--- src/rtl/bitwise_result_capture.sv ---
// bitwise_result_capture: registers one of seven bitwise results per valid/ready
// handshake into a 2-entry buffer. It presents the head entry with zero/parity
// flags and counts delivered results modulo 2^CNT_W.
// Optional feature macro: BITWISE_SEL_ERR_EN. When it is defined, op_sel_in=7
// stores 0 and sets a sticky err_out. Otherwise op_sel_in=7 selects y0_in and
// err_out is tied to 0.
module bitwise_result_capture #(
  parameter int unsigned WIDTH = 4,
  parameter int unsigned CNT_W = 8
) (
  input  logic             clk_in,
  input  logic             rst_n_in,
  input  logic [WIDTH-1:0] y0_in,
  input  logic [WIDTH-1:0] y1_in,
  input  logic [WIDTH-1:0] y2_in,
  input  logic [WIDTH-1:0] y3_in,
  input  logic [WIDTH-1:0] y4_in,
  input  logic [WIDTH-1:0] y5_in,
  input  logic [WIDTH-1:0] y6_in,
  input  logic [2:0]       op_sel_in,
  input  logic             valid_in,
  output logic             ready_out,
  output logic [WIDTH-1:0] result_out,
  output logic             zero_out,
  output logic             parity_out,
  output logic             valid_out,
  input  logic             ready_in,
  output logic [CNT_W-1:0] txn_count_out,
  output logic             err_out
);

  typedef enum logic [1:0] {StEmpty, StOne, StFull} state_e;

  state_e           state_q, state_d;
  logic [WIDTH-1:0] head_q, head_d;
  logic [WIDTH-1:0] tail_q, tail_d;
  logic [CNT_W-1:0] cnt_q, cnt_d;
  logic [WIDTH-1:0] sel_val;
  logic             push, pop;

  localparam logic [CNT_W-1:0] CntOne = {{(CNT_W-1){1'b0}}, 1'b1};

  // Handshakes; ready depends only on the state register.
  assign ready_out = (state_q != StFull);
  assign valid_out = (state_q != StEmpty);
  assign push      = valid_in & ready_out;
  assign pop       = valid_out & ready_in;

  // Opcode mux over the seven parallel results.
  always_comb begin
    sel_val = y0_in;
    case (op_sel_in)
      3'd0:    sel_val = y0_in;
      3'd1:    sel_val = y1_in;
      3'd2:    sel_val = y2_in;
      3'd3:    sel_val = y3_in;
      3'd4:    sel_val = y4_in;
      3'd5:    sel_val = y5_in;
      3'd6:    sel_val = y6_in;
`ifdef BITWISE_SEL_ERR_EN
      default: sel_val = '0;
`else
      default: sel_val = y0_in;
`endif
    endcase
  end

  // Occupancy FSM and buffer next-state; head is always the oldest entry.
  always_comb begin
    state_d = state_q;
    head_d  = head_q;
    tail_d  = tail_q;
    unique case (state_q)
      StEmpty: begin
        if (push) begin
          head_d  = sel_val;
          state_d = StOne;
        end
      end
      StOne: begin
        if (push && !pop) begin
          tail_d  = sel_val;
          state_d = StFull;
        end else if (!push && pop) begin
          // head_q is left as is so result_out holds its last value.
          state_d = StEmpty;
        end else if (push && pop) begin
          head_d  = sel_val;
        end
      end
      StFull: begin
        if (pop) begin
          head_d  = tail_q;
          state_d = StOne;
        end
      end
      default: state_d = StEmpty;
    endcase
  end

  // Delivered-result counter, wraps silently.
  always_comb begin
    cnt_d = cnt_q;
    if (pop) cnt_d = cnt_q + CntOne;
  end

  // State, buffer and counter registers.
  always_ff @(posedge clk_in or negedge rst_n_in) begin
    if (!rst_n_in) begin
      state_q <= StEmpty;
      head_q  <= '0;
      tail_q  <= '0;
      cnt_q   <= '0;
    end else begin
      state_q <= state_d;
      head_q  <= head_d;
      tail_q  <= tail_d;
      cnt_q   <= cnt_d;
    end
  end

`ifdef BITWISE_SEL_ERR_EN
  logic err_q, err_d;

  // Sticky illegal-opcode flag, set only by an accepted push.
  always_comb begin
    err_d = err_q | (push & (op_sel_in == 3'd7));
  end

  // Error flag register.
  always_ff @(posedge clk_in or negedge rst_n_in) begin
    if (!rst_n_in) err_q <= 1'b0;
    else           err_q <= err_d;
  end

  assign err_out = err_q;
`else
  assign err_out = 1'b0;
`endif

  // Flags are forced low while the buffer is empty.
  assign result_out    = head_q;
  assign zero_out      = valid_out & ~(|head_q);
  assign parity_out    = valid_out & (^head_q);
  assign txn_count_out = cnt_q;

endmodule

--- config.mk ---
export PLATFORM = sky130hd
export DESIGN_NAME = bitwise_result_capture
export DESIGN_NICKNAME = d
export VERILOG_FILES = /design/src/rtl/bitwise_result_capture.sv
export SDC_FILE = /design/constraint.sdc
export NUM_CORES = 1
export LEC_CHECK = 0
export CAP_MARGIN = 30
export CORE_MARGIN = 3
export CORE_UTILIZATION = 42
export CTS_CLUSTER_SIZE = 40
export DETAILED_ROUTE_END_ITERATION = 6
export GPL_ROUTABILITY_DRIVEN = 0
export GPL_TIMING_DRIVEN = 0
export HOLD_SLACK_MARGIN = 0.03
export PLACE_DENSITY = 0.88
export RECOVER_POWER = 50
export SKIP_CTS_REPAIR_TIMING = 1
export SYNTH_ARGS = -nofsm -noshare
export SYNTH_HDL_FRONTEND = slang
export SYNTH_SLANG_ARGS = --single-unit
--- constraint.sdc ---
create_clock -name clk_in -period 2.9 [get_ports clk_in]
set_input_delay 0.435 -clock clk_in [delete_from_list [all_inputs] [get_ports clk_in]]
set_output_delay 0.435 -clock clk_in [all_outputs]
set_load 0.1 [all_outputs]
==> metrics.yaml <==
cp-end-kind: "output pin"
diodes: 0
rsz0062_at_grt: "no"
start_kind: "flop"
synth_top_area_share_pct: 36.3
fp.coreArea_mm2: 0.00278
ir_worst_vdd_v: 0.00114
drc: 0
viasPerCell: 5.22
fin_ws_ns: 0.187
skew_ns: 0.00780
grt_pass1_wl_um: 4350
ys_types: 42
areaGrowthSynthToFinish_pct: 43.8
synth_nets: 181
hp-start: "txn_count_out[7]"
worstSetupPathType: "flop to output pin"
routedWlPerCell_um: 12.2
rr_startpoint: "state_q[0]"
clock-root-buffer: "clkbuf_4"
cp-startpoint: "state_q[1]"
netlist_instances: 140
synthMuxAreaShare_pct: 4.14
yosysWarningCount: 0
worst_slew_pin_slew_ns: 0.976
finalCriticalPeriod_ns: 2.71
final_antenna_net_count: 0
synth_most_common_cell: "dfrtp_1"
vias: 1158
drv_slew: 0
drtIter0Drc: 24
grt_util_all_layers_pct: 15.6
cap_violations: 0
die_h_um: 60.3
finalWirelength_um: 2710
ys_top_cells_by_count: "18 x dfrtp_1, 15 x nand2_1, 10 x nor2_1, 8 x a21oi_1, 8 x inv_1"
cts_sinks: 18
drive_gt1_share_pct: 7.85
outcome: "finished clean"
finalSetupViolCount: 0
p_leak_nw: 0.823
cts_buffer_depth: 2
yosys.area_share.adder_pct: 6.05
synthArstFlopShare_pct: 100
yosys-top-cells-area: "dfrtp_1 36%, ha_1 6.1%, nand2_1 4.5%"
dp_hpwl_um: 2250
io_pins: 52
synth_edf_count: 0
arrival_ns: 2.28
synth_area_mm2: 0.00124
cp.required_ns: 2.47
synth_xor_xnor_area_share_pct: 5.65
post-route-util_pct: 64.1
whs_ns: 0.477
cts.clk_slew.worst_paths_ns: 0.10
hold_path_class: "flop to flop"
seq_area_frac_synth_pct: 36.3
antenna_found_initial: 0
synthFlopType: "dfrtp_1"
clock.fmax_ghz: 0.369
fillers: 230
grt_pass1_vias: 1067
rows: 19
overflow: 0
h-tree-depth: 1
first_pass_iters: 6
synth_top_family_by_area: "simple AND/OR/NAND/NOR gates"
die-area_mm2: 0.00364
start_util_pct: 44.6
multi_input_area_um2: 694
fp.dieW_um: 60.3
io_buffer_count: 48
numCtsBuffers: 3
synth_compound_area_share_pct: 17.7
powerDensity_mw_per_mm2: 1020
fin_crit_sh_pct: 93.5
clock_latency_ns: 0.30
ys_seq_elements: 18
slew_headroom_pct: 34.8
grt_max_degree: 19
syn_avg_cell_area_um2: 8.86
finalHoldViolCount: 0
yosysTopAreaCell: "dfrtp_1"
seq_area_um2: 450
tritoncts: "built"
fin_nets: 234
synth-simple-area-share_pct: 22.3
crit_fanout: 9
pre_cts_slack_ns: 0.324
[area by class of cell]
cell class	count	area share, %
Buffer	8	3.37
Timing Repair Buffer	48	27.1
Inverter	9	1.89
Multi-Input combinational cell	105	38.9
Sequential cell	18	25.3
Tap cell	31	2.18
Clock buffer	3	1.26
[power by group]
part           switching, mW  internal [mW]  leakage [nW]
Combinational          0.914          0.355         0.586
Clock                 0.0729         0.0484        0.0138
Sequential            0.0809          0.351         0.224
Total                   1.07          0.754         0.823
[worst max-delay path, stage by stage, from the launching register on]
cell             delay [ns]
dfrtp_1                0.43
nor2b_1                0.15
buf_2                  0.17
inv_1                  0.10
clkdlybuf4s50_1        1.14
[cell usage in the layout, fill, tap and decap left out, types with 4 or more instances in the layout]
master and n:
dfrtp_1 18, clkdlybuf4s50_1 45, inv_1 9, a21oi_1 8
o21ai_1 6, ha_1 6, nand3_1 4, nand2b_1 4
and3_1 4, xnor2_1 4, nor2_1 10, xor2_1 4
mux2i_1 4, nand2_1 15, nand3b_1 5
[through the flow]
stage               instances  area [µm²]  power [mW]  TNS [ns]
floorplan                 140        1240        1.41         0
finish                    222        1780        1.82         0
CTS                       222        1780        1.84  -0.00837
global placement          219        1760        1.69         0
detailed placement        219        1760        1.72         0
global route              222        1780        1.93         0
[metal layers]
| layer | vias to the layer above | part of all wire, % | routed length (µm) | GRT usage, % |
|---|---|---|---|---|
| li1 | 592 | - | - | - |
| met1 | 502 | 41 | 1110 | 17.9 |
| met2 | 59 | 48 | 1300 | 27.2 |
| met3 | 5 | 9.5 | 258 | 3.83 |
| met4 | 0 | 1.7 | 47 | 7.59 |
| met5 | - | 0 | 0 | 0 |
[state kept, by name (all words and copies together), names as in the netlist]
name           count
result_out         4
state_q            2
tail_q             4
txn_count_out      8
[final timing paths]
path / to / slack (ns) / cells after the start
setup / recovery: ready_out / 0.19 / 4
hold / removal: txn_count_out[7] / 0.48 / 1
setup reg to reg: result_out[3] / 0.54 / 11
hold reg to reg: txn_count_out[7] / 0.48 / 1
max in group asynchronous: result_out[2] / 1.75 / 1
min in group asynchronous: txn_count_out[1] / 0.65 / 1
[cell families (layout without fill, tap and decap cells)]
| group | count (synthesis) | after routing |
|---|---|---|
| buffers and inverters | 17 | 68 |
| other | 1 | 1 |
| XOR/XNOR | 8 | 8 |
| multiplexers | 5 | 5 |
| flip-flops | 18 | 18 |
| adder cells (fa/ha/maj) | 6 | 6 |
| AO/OA/AOI/OAI | 32 | 32 |
| AND/OR/NAND/NOR | 53 | 53 |
(Power assumes the default switching activity.)
